$ cat src/rtl/prbs_pkg.sv
// Shared types for the PRBS word sequencer: controller states and default
// maximal-length Fibonacci tap masks (bit i set = value[i] feeds the XOR).
package prbs_pkg;

   typedef enum logic [1:0] {
      IDLE     = 2'd0,
      GENERATE = 2'd1,
      OUTPUT   = 2'd2,
      FINISH   = 2'd3
   } state_t;

   localparam logic [3:0]  TAPS_4  = 4'h3;
   localparam logic [6:0]  TAPS_7  = 7'h03;
   localparam logic [7:0]  TAPS_8  = 8'h1D;
   localparam logic [15:0] TAPS_16 = 16'h100B;
   localparam logic [31:0] TAPS_32 = 32'hC000_0401;

   // Masks are the reciprocals of the usual Galois tap tables, because the
   // feedback enters at the MSB while the register shifts towards bit 0.
   function automatic logic [31:0] default_taps(input int width);
      logic [31:0] taps;
      case (width)
         4:       taps = 32'(TAPS_4);
         7:       taps = 32'(TAPS_7);
         8:       taps = 32'(TAPS_8);
         16:      taps = 32'(TAPS_16);
         32:      taps = TAPS_32;
         default: taps = 32'(TAPS_8);
      endcase
      return taps;
   endfunction

endpackage

$ cat src/rtl/prbs_word_sequencer_if.sv
// Control and word-stream bundle of the PRBS word sequencer; master is the
// sequencer, slave is the controlling/consuming side.
interface prbs_word_sequencer_if #(
   parameter int LFSR_WIDTH  = 8,
   parameter int WORD_WIDTH  = 8,
   parameter int COUNT_WIDTH = 16
);
   logic                   start;
   logic                   abort;
   logic [LFSR_WIDTH-1:0]  seed;
   logic [COUNT_WIDTH-1:0] word_count;
   logic                   out_valid;
   logic                   out_ready;
   logic [WORD_WIDTH-1:0]  out_data;
   logic                   busy;
   logic                   done;

   modport master (
      input  start, abort, seed, word_count, out_ready,
      output out_valid, out_data, busy, done
   );

   modport slave (
      output start, abort, seed, word_count, out_ready,
      input  out_valid, out_data, busy, done
   );
endinterface

$ cat src/rtl/loadable_fibonacci_lfsr.sv
// Fibonacci LFSR with synchronous load and step enable; emitted bit is value[0]
// before the step. Load wins over step; an all-zero load becomes DEFAULT_SEED.
module loadable_fibonacci_lfsr #(
   parameter int              WIDTH        = 8,
   parameter logic [WIDTH-1:0] TAPS        = WIDTH'(8'h1D),
   parameter logic [WIDTH-1:0] DEFAULT_SEED = WIDTH'(1)
) (
   input  logic             clock,
   input  logic             resetn,
   input  logic             load,
   input  logic [WIDTH-1:0] load_value,
   input  logic             step,
   output logic             out_bit
);

   logic [WIDTH-1:0] value;
   logic             feedback;

   assign feedback = ^(value & TAPS);
   assign out_bit  = value[0];

   always_ff @(posedge clock or negedge resetn) begin
      if (!resetn) begin
         value <= DEFAULT_SEED;
      end else if (load) begin
         value <= (load_value == '0) ? DEFAULT_SEED : load_value;
      end else if (step) begin
         value <= (value >> 1) | (WIDTH'(feedback) << (WIDTH - 1));
      end
   end

endmodule

$ cat src/rtl/prbs_word_sequencer.sv
// Emits word_count LFSR words, WORD_WIDTH cycles to build each, held on a
// valid/ready port until accepted; abort returns to IDLE without done.
module prbs_word_sequencer
   import prbs_pkg::*;
#(
   parameter int                    LFSR_WIDTH   = 8,
   parameter logic [LFSR_WIDTH-1:0] LFSR_TAPS    = LFSR_WIDTH'(default_taps(LFSR_WIDTH)),
   parameter int                    WORD_WIDTH   = 8,
   parameter int                    COUNT_WIDTH  = 16,
   parameter logic [LFSR_WIDTH-1:0] DEFAULT_SEED = LFSR_WIDTH'(1)
) (
   input  logic                  clock,
   input  logic                  resetn,
   prbs_word_sequencer_if.master bus
);

   localparam int              BIT_W    = (WORD_WIDTH > 1) ? $clog2(WORD_WIDTH) : 1;
   localparam logic [BIT_W-1:0] LAST_BIT = BIT_W'(WORD_WIDTH - 1);

   state_t                 state;
   state_t                 state_next;
   logic [BIT_W-1:0]       bit_index;
   logic [COUNT_WIDTH-1:0] remaining;
   logic [WORD_WIDTH-1:0]  word;
   logic                   start_go;
   logic                   lfsr_step;
   logic                   lfsr_bit;
   logic                   handshake;

   assign start_go  = (state == IDLE) && bus.start && !bus.abort;
   assign lfsr_step = (state == GENERATE) && !bus.abort;
   assign handshake = (state == OUTPUT) && bus.out_ready;

   loadable_fibonacci_lfsr #(
      .WIDTH        (LFSR_WIDTH),
      .TAPS         (LFSR_TAPS),
      .DEFAULT_SEED (DEFAULT_SEED)
   ) u_lfsr (
      .clock      (clock),
      .resetn     (resetn),
      .load       (start_go),
      .load_value (bus.seed),
      .step       (lfsr_step),
      .out_bit    (lfsr_bit)
   );

   always_ff @(posedge clock or negedge resetn) begin
      if (!resetn) begin
         state <= IDLE;
      end else begin
         state <= state_next;
      end
   end

   always_comb begin
      state_next = state;
      if (bus.abort) begin
         state_next = IDLE;
      end else begin
         case (state)
            IDLE: begin
               if (bus.start) begin
                  state_next = (bus.word_count == '0) ? FINISH : GENERATE;
               end
            end
            GENERATE: begin
               if (bit_index == LAST_BIT) begin
                  state_next = OUTPUT;
               end
            end
            OUTPUT: begin
               if (handshake) begin
                  state_next = (remaining == COUNT_WIDTH'(1)) ? FINISH : GENERATE;
               end
            end
            FINISH:  state_next = IDLE;
            default: state_next = IDLE;
         endcase
      end
   end

   always_comb begin
      bus.out_valid = (state == OUTPUT);
      bus.busy      = (state != IDLE);
      bus.done      = (state == FINISH);
      bus.out_data  = word;
   end

   // Bits arrive LSB first, so shifting in at the MSB leaves the first bit at
   // bit 0 once a full word has been collected.
   always_ff @(posedge clock or negedge resetn) begin
      if (!resetn) begin
         bit_index <= '0;
         remaining <= '0;
         word      <= '0;
      end else begin
         if (start_go) begin
            remaining <= bus.word_count;
            bit_index <= '0;
         end
         if (lfsr_step) begin
            word      <= (word >> 1) | (WORD_WIDTH'(lfsr_bit) << (WORD_WIDTH - 1));
            bit_index <= (bit_index == LAST_BIT) ? '0 : bit_index + 1'b1;
         end
         if (handshake) begin
            remaining <= remaining - 1'b1;
         end
      end
   end

endmodule
$ cat src/flat_wrapper.sv
// flat-port wrapper written by rule: the top's interface ports become plain ports
module prbs_word_sequencer_flat import prbs_pkg::*;
#(
   parameter int                    LFSR_WIDTH   = 8,
   parameter logic [LFSR_WIDTH-1:0] LFSR_TAPS    = LFSR_WIDTH'(default_taps(LFSR_WIDTH)),
   parameter int                    WORD_WIDTH   = 8,
   parameter int                    COUNT_WIDTH  = 16,
   parameter logic [LFSR_WIDTH-1:0] DEFAULT_SEED = LFSR_WIDTH'(1)
)
  (clock, resetn, bus_start, bus_abort, bus_seed, bus_word_count, bus_out_ready, bus_out_valid, bus_out_data, bus_busy, bus_done);
  prbs_word_sequencer_if #(.LFSR_WIDTH(LFSR_WIDTH), .WORD_WIDTH(WORD_WIDTH), .COUNT_WIDTH(COUNT_WIDTH)) bus_i ();
  input  logic clock;
  input  logic resetn;
  input wire logic [$bits(bus_i.start)-1:0] bus_start;
  input wire logic [$bits(bus_i.abort)-1:0] bus_abort;
  input wire logic [$bits(bus_i.seed)-1:0] bus_seed;
  input wire logic [$bits(bus_i.word_count)-1:0] bus_word_count;
  input wire logic [$bits(bus_i.out_ready)-1:0] bus_out_ready;
  output wire logic [$bits(bus_i.out_valid)-1:0] bus_out_valid;
  output wire logic [$bits(bus_i.out_data)-1:0] bus_out_data;
  output wire logic [$bits(bus_i.busy)-1:0] bus_busy;
  output wire logic [$bits(bus_i.done)-1:0] bus_done;
  assign bus_i.start = bus_start;
  assign bus_i.abort = bus_abort;
  assign bus_i.seed = bus_seed;
  assign bus_i.word_count = bus_word_count;
  assign bus_i.out_ready = bus_out_ready;
  assign bus_out_valid = bus_i.out_valid;
  assign bus_out_data = bus_i.out_data;
  assign bus_busy = bus_i.busy;
  assign bus_done = bus_i.done;
  prbs_word_sequencer #(.LFSR_WIDTH(LFSR_WIDTH), .LFSR_TAPS(LFSR_TAPS), .WORD_WIDTH(WORD_WIDTH), .COUNT_WIDTH(COUNT_WIDTH), .DEFAULT_SEED(DEFAULT_SEED)) u_core (.clock(clock), .resetn(resetn), .bus(bus_i));
endmodule
$ cat config.mk
export PLATFORM = sky130hd
export DESIGN_NAME = prbs_word_sequencer_flat
export DESIGN_NICKNAME = d
export VERILOG_FILES = /design/src/rtl/prbs_pkg.sv /design/src/rtl/prbs_word_sequencer_if.sv /design/src/rtl/loadable_fibonacci_lfsr.sv /design/src/rtl/prbs_word_sequencer.sv /design/src/flat_wrapper.sv
export SDC_FILE = /design/constraint.sdc
export NUM_CORES = 1
export LEC_CHECK = 0
export BUFFER_PORTS_ARGS = -buffer_cell sky130_fd_sc_hd__buf_4
export CAP_MARGIN = 30
export CORE_MARGIN = 8
export CORE_UTILIZATION = 35
export DETAILED_ROUTE_END_ITERATION = 6
export GPL_TIMING_DRIVEN = 0
export PLACE_DENSITY = 0.61
export SLEW_MARGIN = 20
export SYNTH_ARGS = -nofsm -noshare
export SYNTH_HDL_FRONTEND = slang
export SYNTH_SLANG_ARGS = --single-unit
$ cat constraint.sdc
create_clock -name clock -period 2.3 [get_ports clock]
set_clock_uncertainty 0.1 [all_clocks]
set_input_delay 0.23 -clock clock [delete_from_list [all_inputs] [get_ports clock]]
set_output_delay 0.23 -clock clock [all_outputs]
set_load 0.005 [all_outputs]
# Word-level counts from Yosys, hierarchy flattened
# Index checks and enable logic that the tools add are counted.
op_classes:
  mux: 15
  n_eq_ne: 8
  bitwise: 2
  reduce_logical: 13
  n_addsub: 2
op_table:
  columns: ["operator", "count"]
  rows:
  - ["$mux 16", 2]
  - ["$mux 8", 3]
  - ["$eq 16x1->1 const B", 1]
  - ["$logic_not 16->1", 1]
  - ["$or 7x8->8", 2]
  - ["$sub 16x1->16 const B", 1]
  - ["$mux 2", 6]
  - ["$mux 3", 3]
  - ["$logic_not 8->1", 1]
  - ["$pmux 2 s4", 1]
  - ["$reduce_xor 8->1", 1]
  - ["$ne 3x3->1 const B", 2]
  - ["$reduce_bool 2->1", 3]
  - ["$eq 2x2->1 const B", 2]
  - ["$logic_and 1x1->1", 4]
  - ["$add 3x1->3 const B", 1]
  - ["$eq 3x3->1 const B", 1]
  - ["$ne 3x2->1 const B", 1]
  - ["$reduce_and 3->1", 1]
  - ["$eq 2x1->1 const B", 1]
  - ["$logic_not 2->1", 1]
  - ["$logic_not 1->1", 1]
word_totals:
  regBits: 37
  word_cells: 45
  inputBits: 29

# Depth between registers and ports, before layout
# Gate-level depths: netlist (run 1).
depth:
  word_depth: 5
  mapped_depth: 6

# Hierarchy
# From an unflattened synthesis (run 1), not the netlist that was laid out.
hier_totals:
  hier_cells: 196
  area_unflattened_um2: 1958.1
modules_own_cells:
  columns: ["module", "area_each_um2", "seq_area_each_um2", "n_inst", "cells_each"]
  rows:
  - ["prbs_word_sequencer", 1540.2, 725.7, 1, 154]
  - ["loadable_fibonacci_lfsr", 417.9, 201.4, 1, 42]

# Worst setup path after synthesis (run 1)
# No wires, ideal clock.
synth_timing:
  path_kind: "reg-to-reg"
  startpoint: "register u_core.remaining[4]"
  endpoint: "register u_core.remaining[9]"
  path_buffers: 0
  required_ns: 2.064
  stages_incl_launch_ff: 5
  setup_time_ns: 0.136
  arrival_time_ns: 1.533
  path_slack_ns: 0.531
  synth_period_minus_slack_ns: 1.769
  path_cell_list: "dfrtp_1 or4_4 or3_1 o211ai_1 o311ai_1"
synth_via:
  elab_chain_cells: 2
synth_rtl:
  columns: ["item", "line", "source"]
  rows:
  - ["start: declaration", "prbs_word_sequencer.sv:23", "logic [COUNT_WIDTH-1:0] remaining;"]
  - ["start signal: assignment", "prbs_word_sequencer.sv:98", "remaining <= bus.word_count;"]
  - ["start signal: assignment", "prbs_word_sequencer.sv:106", "remaining <= remaining - 1'b1;"]
  - ["$sub 16x1->16", "prbs_word_sequencer.sv:106", null]
  - ["$mux 16", "prbs_word_sequencer.sv:105", "if (handshake) begin"]
# Every way passes these cells.
# A chain may end at the register's enable or synchronous reset.

# Worst setup path after layout (run 1)
layout_timing:
  startpoint: "register u_core.state[0]"
  endpoint: "register u_core.remaining[11]"
layout_via:
  elab_chain_cells: 4
  word_cells_on_any_way: 7
  classes_between: "eq/ne (1); mux (1); reduce/logical (5)"
layout_rtl:
  columns: ["item", "line", "source"]
  rows:
  - ["start: declaration", "prbs_word_sequencer.sv:20", "state_t state;"]
  - ["start signal: assignment", "prbs_word_sequencer.sv:51", "state <= state_next;"]
  - ["$logic_not 2->1", "prbs_word_sequencer.sv:30", "assign start_go = (state == IDLE) && bus.start && !bus.abort;"]
  - ["$logic_and 1x1->1 (2 in series)", "prbs_word_sequencer.sv:30", null]
  - ["$reduce_bool 2->1 (no source line)", null, null]
# Parallel ways exist; a longest one is shown, timed or not.

==> results of run 1 <==
[sequential cells by signal, indices dropped and copies added (netlist names)]
| signal | count |
|---|---|
| u_core.bit_index | 3 |
| u_core.state | 2 |
| u_core.u_lfsr.value | 8 |
| u_core.remaining | 16 |
| u_core.bus.out_data | 8 |
[repair_timing]
action,4_1_cts,5_1_grt
resized for setup,0,0
setup endpoints to repair,0,0
hold buffers,1,0
hold endpoints to repair,36,0
[cell usage in the layout (no fill, tap or decap), types with 3 or more instances in the layout]
cell | synthesis | layout
buf_4 | 0 | 39
dfrtp_1 | 36 | 36
nand2_1 | 26 | 26
nor2_1 | 16 | 16
a22oi_1 | 9 | 9
mux2_2 | 8 | 8
nor4_1 | 7 | 7
a21oi_1 | 6 | 6
clkbuf_1 | 5 | 5
nand3_1 | 5 | 5
o21ai_0 | 5 | 5
clkbuf_8 | 0 | 5
inv_1 | 4 | 4
buf_2 | 4 | 4
nor3_1 | 4 | 4
a211oi_1 | 4 | 4
ha_1 | 4 | 4
a22o_1 | 3 | 3
nand2b_1 | 3 | 3
o211ai_1 | 3 | 3
a32oi_1 | 3 | 3
[worst max path at each step]
stage / start / endpoint / slack, ps / depth (start not counted)
after floorplan: u_core.remaining[4]$_DFFE_PN0P_ / u_core.remaining[9]$_DFFE_PN0P_ / 530 / 4
after global placement: u_core.state[0]$_DFFE_PN0P_ / u_core.remaining[11]$_DFFE_PN0P_ / 300 / 5
after detailed placement: u_core.state[0]$_DFFE_PN0P_ / u_core.remaining[11]$_DFFE_PN0P_ / 230 / 5
after CTS: u_core.state[0]$_DFFE_PN0P_ / u_core.remaining[11]$_DFFE_PN0P_ / 210 / 5
after global routing: u_core.state[0]$_DFFE_PN0P_ / u_core.remaining[11]$_DFFE_PN0P_ / 80 / 5
final: u_core.state[0]$_DFFE_PN0P_ / u_core.remaining[11]$_DFFE_PN0P_ / 230 / 5
[area by class of cell]
cell class / instances / area share (%)
inverters: 4 / 0.6119
plain buffers: 9 / 1.581
multi-input cells: 146 / 40.49
flip-flops and latches: 37 / 37.79
clock inverters: 3 / 0.7139
repair buffers: 40 / 12.34
well taps: 72 / 3.672
clock buffers: 5 / 2.805
[kinds of logic (layout without fill, tap and decap cells)]
kind of cell               after synthesis  in the layout  share of synthesized area (%)
AOI/OAI and AO/OA                       48             48                          18.19
DFF                                     37             37                          46.96
adders and majority gates                4              4                          2.535
buffers and inverters                   13             61                          2.725
muxes                                    9              9                          5.070
and+or+nand+nor                         82             82                          23.19
xor gates and xnor gates                 3              3                          1.331
[report_power, final]
| part | switching (mW) | total, mW | internal, mW |
|---|---|---|---|
| logic | 0.270 | 0.594 | 0.324 |
| registers | 0.175 | 1.02 | 0.847 |
| clock network | 0.250 | 0.459 | 0.209 |
| total | 0.695 | 2.08 | 1.38 |
[through the flow]
stage	hold WS (ps)	worst slack [ps]	area (sq um)
2_1_floorplan	-165.6	531.4	1974
3_3_place_gp	131.2	302.2	2357
3_5_place_dp	122.7	228.3	2357
6_report	35.72	231.1	2454
5_1_grt	33.33	80.15	2454
4_1_cts	27.28	211.1	2454
[per-layer routing]
metal  track usage, %  up-vias
met4            4.775        0
met1            15.91      848
met2            20.13       53
met5                0        -
li1                 -      836
met3            3.621       10
==> run metrics, run 1 <==
crit start category flop; Syn Area/Cell 10.07 sq um; total power 2.075 mW; Worst-Skew Late Latency 300 ps; Seq cells post-synth 37; worst-path cell chain clkbuf_1 > nand3b_1 > nor2_1 > a211oi_1 > a311oi_1; gp weighted congestion 0.8048; largest cells by area after synthesis dfrtp_1 46%, nand2_1 4.9%, mux2_2 4.6%, a22oi_1 3.4%, nor2_1 3.0%; clk sinks 37; final worst path period need 2069 ps; status finished, final reports clean; Die W 91.11 microns; synth unique cells 51; top cells by count, synth 36 x dfrtp_1, 26 x nand2_1, 16 x nor2_1; Register-to-Register Path Depth 5; # fillers 543; Post-DRT Antenna Nets 0; worst hold path class in -> reg; drt via density 5.528; Wirelength per Cell 16.45 microns; worst path bufs/invs 1; Pleak 1.088 nW; Max Freq 0.4834 GHz; vias in the first global route 1830; dpl hpwl 3792 microns; CTS tree yes; Starting DRT DRC Count 113; core area 5473 sq um; starting density of the core 36.08%; Rows 27; # DRC 0; share of layout cells above drive strength 1 27.87%; register area 927.1 sq um; post-synth top area share 45.63%; Rel. slew slack 55.96%; final setup vio count 0; Post-CTS Setup Repair Bufs 0; Slowest cell on crit path nor2_1; Hold Path Depth 2; FFs w/ async S/R, synth 100.0%; I/O Pins 40; wire length on met2 2367 microns; yosys warns 0; drt pass-1 iters 4; CP peak stage delay 460 ps; Placed Cells incl. Taps 307; Post-Synthesis Cells 196; pin count of the biggest net entering global routing 38; Max FO, Critical Path 10; detailed-route wire length 5199 microns; chip height 91.11 microns; Multi-input gate area 993.5 sq um; fin nets 276; Finished Layout Cells 316; WL met3 284 microns; hold worst-path end u_core.state[1]$_DFFE_PN0P_; Seq/Total Area, Yosys 46.96%; unrepaired setup endpoints after global routing false; fin. max-slew vios 0; WP data required 2400 ps; vias 1747; mapped cell area 1974 sq um; I/O Buffers 39; Reg2Reg Capture Point u_core.remaining[11]$_DFFE_PN0P_; Synth Flop Type dfrtp_1; pwr dens 845.8 nW/um^2; htree depth 2; DR top layer met4; Worst Hold Launch bus_abort; initial antenna violation count 0; CTS Buf Count 5; R2R Path Start u_core.state[0]$_DFFE_PN0P_; WP data arrival 2170 ps; first-pass GRT wire length 8604 microns; setup tns final 0 ps; full die area 8300 sq um; antenna cells 0; CTS root buffer clkbuf_8; VDD IR max 521.7 uV; met1 WL 2461 microns; R2R Setup Slk 230 ps; top-count cell post-synth dfrtp_1; Max Cap Viol 0; Setup CP Type reg -> reg; total grt overflow 0; count of final hold-check violations 0; post-synth top area cell dfrtp_1; Syn-to-layout area delta 24.27%; gr usage total 12.66%; Worst-Margin Slew 658.1 ps; fin crit share 89.95%; Worst setup EP type flop; Clock Pin Slew Worst Setup and Hold Paths 80 ps; Final Util 44.83%; critical path's top delay family simple AND/OR/NAND/NOR gates; number of synthesized flops with an enable pin 0; Synth Net Count 229; clk buf depth 2
(Power assumes the default switching activity.)
==> run 2, diff against run 1 <==
Settings changed: CORE_UTILIZATION 35 to 40, MAX_ROUTING_LAYER set to met4, PLACE_DENSITY 0.61 to 0.67.
==> run 2 against run 1 <==
Compared with the run above: design area barely moved; sequential cell count did not move; non-clock buffer count did not move; worst setup slack improved by 35 ps; die area fell by 10%; count of clock-buffer cells in the layout did not move; combinational power barely moved; hold slack improved by 4.3 ps; critical endpoint unchanged.
==> run metrics, run 2 (synthesized netlist as in run 1, its figures left out) <==
hold worst-path end u_core.state[1]$_DFFE_PN0P_; Slowest cell on crit path nor2_1; Max Cap Viol 0; # DRC 0; Worst-Skew Late Latency 290 ps; register area 927.1 sq um; CP peak stage delay 470 ps; Multi-input gate area 993.5 sq um; I/O Pins 40; Worst Hold Launch bus_abort; Hold Path Depth 2; Setup CP Type reg -> reg; Rows 25; fin. max-slew vios 0; Worst setup EP type flop; fin nets 276; share of layout cells above drive strength 1 27.87%; Biggest register u_core.remaining; Pleak 1.092 nW; Max Freq 0.4916 GHz; core area 4755 sq um; Worst-Margin Slew 658.6 ps; worst-path cell chain clkbuf_1 > nand3b_1 > nor2_1 > a211oi_1 > a311oi_1; Wirelength per Cell 16.29 microns; WP data required 2400 ps; final instance area 2452 sq um; commonest non-fill, non-tap cell in the layout buf_4; initial antenna violation count 0; antenna cells 0; CTS tree yes; clk sinks 37; worst hold path class in -> reg; count of final hold-check violations 0; detailed-route wire length 5065 microns; starting density of the core 41.53%; status finished, final reports clean; final worst path period need 2034 ps; dpl hpwl 3741 microns; Max FO, Critical Path 10; pwr dens 850.2 nW/um^2; final setup vio count 0; Register-to-Register Path Depth 5; most frequent cells in the layout 39 x buf_4, 36 x dfrtp_1, 26 x nand2_1; R2R Path Start u_core.state[0]$_DFFE_PN0P_; pin count of the biggest net entering global routing 38; CTS Buf Count 5; Rel. slew slack 55.93%; gr usage total 14.59%; drt pass-1 iters 4; WP data arrival 2140 ps; full die area 7440 sq um; # fillers 458; vias 1727; setup tns final 0 ps; total grt overflow 0; Starting DRT DRC Count 138; CTS root buffer clkbuf_8; Syn-to-layout area delta 24.21%; drt via density 5.553; Reg2Reg Capture Point u_core.remaining[11]$_DFFE_PN0P_; CP startpoint u_core.state[0]$_DFFE_PN0P_; unrepaired setup endpoints after global routing false; Post-DRT Antenna Nets 0; chip height 86.26 microns; R2R Setup Slk 270 ps; gp weighted congestion 0.8027; clk buf depth 2; I/O Buffers 39; post-place instance area 2351 sq um; VDD IR max 560.3 uV; max reg flops 16; first-pass GRT wire length 8424 microns; htree depth 2; Clock Pin Slew Worst Setup and Hold Paths 80 ps; vias in the first global route 1743; crit start category flop; fin crit share 88.45%; Die W 86.26 microns
-- run 2: cell count changes in the layout (fill, tap and decap cells not counted), sizes merged --
cell,before,now
clkinv,2,3
clkinvlp,1,0
-- run 2: metal layers --
layer | routed length (microns) | vias to the layer above | track usage [%] | share of wire, %
met4 | 94 | 0 | 6.103 | 1.9
met1 | 2496 | 827 | 19.28 | 49
met5 | 0 | - | - | 0
li1 | - | 838 | - | -
met2 | 2248 | 52 | 20.64 | 44
met3 | 226 | 10 | 3.781 | 4.5
-- run 2: worst max-delay path by stage --
stage / end / cells after the start
after floorplan: u_core.remaining[9]$_DFFE_PN0P_ / 4
after global placement: u_core.remaining[11]$_DFFE_PN0P_ / 5
after detailed placement: u_core.remaining[11]$_DFFE_PN0P_ / 5
after CTS: u_core.remaining[11]$_DFFE_PN0P_ / 5
after global routing: u_core.remaining[5]$_DFFE_PN0P_ / 5
final: u_core.remaining[11]$_DFFE_PN0P_ / 5
-- run 2: layout make-up --
class                           instances  share of cell area (%)
Inverter                                4                  0.6122
Sequential cell                        37                   37.81
Clock buffer                            5                   2.806
Clock inverter                          3                  0.9184
Buffer                                  9                   1.582
Timing Repair Buffer                   40                   12.35
Tap cell                               67                   3.418
Multi-Input combinational cell        146                   40.51
-- run 2: what timing repair did --
item / 4_1_cts / 5_1_grt
endpoints found under the hold margin: 36 / 0
buffers inserted: 0 / 0
gates resized for setup: 0 / 0
hold buffers: 1 / 0
setup endpoints to repair: 0 / 0
-- run 2: worst max-delay path, delay by kind of cell (launching register included) --
| family | cells | cell delay, ps |
|---|---|---|
| and+or+nand+nor | 2 | 890 |
| DFF | 1 | 420 |
| AOI/OAI and AO/OA | 2 | 350 |
| buffers and inverters | 1 | 200 |
-- run 2: per-stage QoR --
step	total power, mW	hold slack, ps	setup WS, ps	utilization (%)	instances
2_1_floorplan	1.350	-165.6	531.4	-	196
3_3_place_gp	1.610	124.7	296.0	49.45	302
3_5_place_dp	1.628	122.4	297.4	49.45	302
4_1_cts	2.104	32.53	272.1	51.58	311
5_1_grt	2.232	43.66	99.68	51.58	311
6_report	2.085	40.02	265.7	51.58	311
-- run 2: report_power, final --
group | switching (mW) | total [mW] | internal (mW)
clock network | 0.254 | 0.469 | 0.215
logic | 0.269 | 0.594 | 0.325
registers | 0.176 | 1.02 | 0.847
total | 0.698 | 2.09 | 1.39
==> run 3, diff against run 2 <==
Settings changed: BUFFER_PORTS_ARGS -buffer_cell sky130_fd_sc_hd__buf_4 to -buffer_cell sky130_fd_sc_hd__buf_2, CORE_UTILIZATION 40 to 53, PLACE_DENSITY 0.67 to 0.83.
==> run 3 against run 2 <==
Compared with the run above: hold slack improved by 10 ps; count of clock-buffer cells in the layout unchanged; sequential share of layout area increased by 2.0 points; sequential power about the same; critical path depth decreased by 1; non-clock buffer count unchanged; global-route usage increased by 3.0 points; combinational power decreased by 7.6%; critical endpoint is now u_core.state[1]$_DFFE_PN0P_.
==> run metrics, run 3 (synthesized netlist as in run 1, its figures left out) <==
total power 2.036 mW; CTS root buffer clkbuf_8; first-pass GRT wire length 8335 microns; Post-CTS Setup Repair Bufs 0; chip height 77.04 microns; Gate power share 27.0%; detailed-route wire length 4885 microns; # fillers 322; final worst path period need 2000 ps; Rel. slew slack 45.87%; pin count of the biggest net entering global routing 38; I/O Buffers 39; max reg flops 16; fin crit share 86.94%; initial antenna violation count 0; Starting DRT DRC Count 176; htree depth 2; drt via density 6.182; total grt overflow 0; Post-DRT Antenna Nets 0; setup tns final 0 ps; drt pass-1 iters 4; core area 3633 sq um; unrepaired setup endpoints after global routing false; fin. max-slew vios 0; Clock Pin Slew Worst Setup and Hold Paths 80 ps; VDD IR max 686.0 uV; clk sinks 37; power share of the clock group 23.0%; WP data required 2390 ps; CTS Buf Count 5; count of final hold-check violations 0; # DRC 0; status finished, final reports clean; Syn-to-layout area delta 18.00%; Rows 22; Worst-Skew Late Latency 300 ps; Wirelength per Cell 16.73 microns; Setup CP Type reg -> reg; clk buf depth 2; gr usage total 17.57%; starting density of the core 54.34%; vias in the first global route 1869; net switching power 0.6980 mW; I/O Pins 40; Biggest register u_core.remaining; most frequent cells in the layout 43 x buf_2, 36 x dfrtp_1, 26 x nand2_1; CTS tree yes; vias 1805; full die area 5934 sq um; pwr dens 873.8 nW/um^2; share of layout cells above drive strength 1 27.87%; gp weighted congestion 0.9227; commonest non-fill, non-tap cell in the layout buf_2; antenna cells 0; Switching Share 34.29%; fin nets 276; Pleak 1.059 nW; sequential power share 50.0%; Die W 77.04 microns; Max FO, Critical Path 6; Max Freq 0.5001 GHz; crit start category flop; final setup vio count 0; Worst-Margin Slew 812.0 ps; Power Internal 1.338 mW; Max Cap Viol 0; dpl hpwl 3635 microns; WP data arrival 2090 ps; CTS resizes 0; Worst setup EP type flop; worst hold path class in -> reg
## run 3: power groups by stage
stage | clock, mW | sequential, mW | combinational, mW
3_5_place_dp | 0 | 1.03 | 0.552
6_report | 0.468 | 1.02 | 0.549
5_1_grt | 0.505 | 1.05 | 0.615
3_3_place_gp | 0 | 1.01 | 0.529
2_1_floorplan | 0 | 0.998 | 0.352
4_1_cts | 0.472 | 1.02 | 0.556
## run 3: worst paths after layout
kind	end	slack, ps	cells past startpoint	from
setup reg to reg	u_core.state[1]$_DFFE_PN0P_	300	4	u_core.remaining[9]$_DFFE_PN0P_
min in group asynchronous	u_core.remaining[3]$_DFFE_PN0P_	450	2	resetn
hold / removal	u_core.remaining[2]$_DFFE_PN0P_	50	3	bus_word_count[2]
max in group asynchronous	u_core.remaining[13]$_DFFE_PN0P_	1130	2	resetn
hold reg to reg	u_core.u_lfsr.value[7]$_DFFE_PN0P_	390	2	u_core.u_lfsr.value[7]$_DFFE_PN0P_
setup / recovery	u_core.state[1]$_DFFE_PN0P_	300	4	u_core.remaining[9]$_DFFE_PN0P_
## run 3: per-layer routing
metal  vias to the layer above  share of wire (%)  track usage (%)
li1                        839                  -                -
met3                        17                8.2            5.594
met5                         -                  0                -
met4                         0                3.5            11.51
met2                        74                 45            26.59
met1                       875                 43            19.59
## run 3: cell type report
type                            instances  area (sq um)  share of cell area, %
Clock inverter                          3         21.27                 0.9130
Inverter                                4         15.01                 0.6445
Clock buffer                            5         68.82                  2.954
Timing Repair Buffer                   40         205.2                  8.808
Buffer                                  9         38.79                  1.665
Sequential cell                        37         927.1                  39.80
Multi-Input combinational cell        146         993.5                  42.64
Tap cell                               48         60.06                  2.578
## run 3: through the flow
stage	util, %	hold WS, ps	setup slack, ps	instance area, sq um	cells
after CTS	64.12	51.73	312.6	2330	292
after floorplan	-	-165.6	531.4	1974	196
after global routing	64.12	75.64	107.9	2330	292
after detailed placement	61.36	273.3	333.9	2230	283
after global placement	61.36	275.8	377.5	2230	283
final	64.12	50.30	300.3	2330	292
## run 3: repair_timing
item | CTS | global route
setup endpoints to repair | 0 | 0
hold buffers | 1 | 0
endpoints found under the hold margin | 36 | 0
## run 3: critical path: stages (launching register included)
cell and delay, ps:
dfrtp_1 420, nor4_1 490, nand4b_2 260, o31a_1 350
a2111oi_2 270
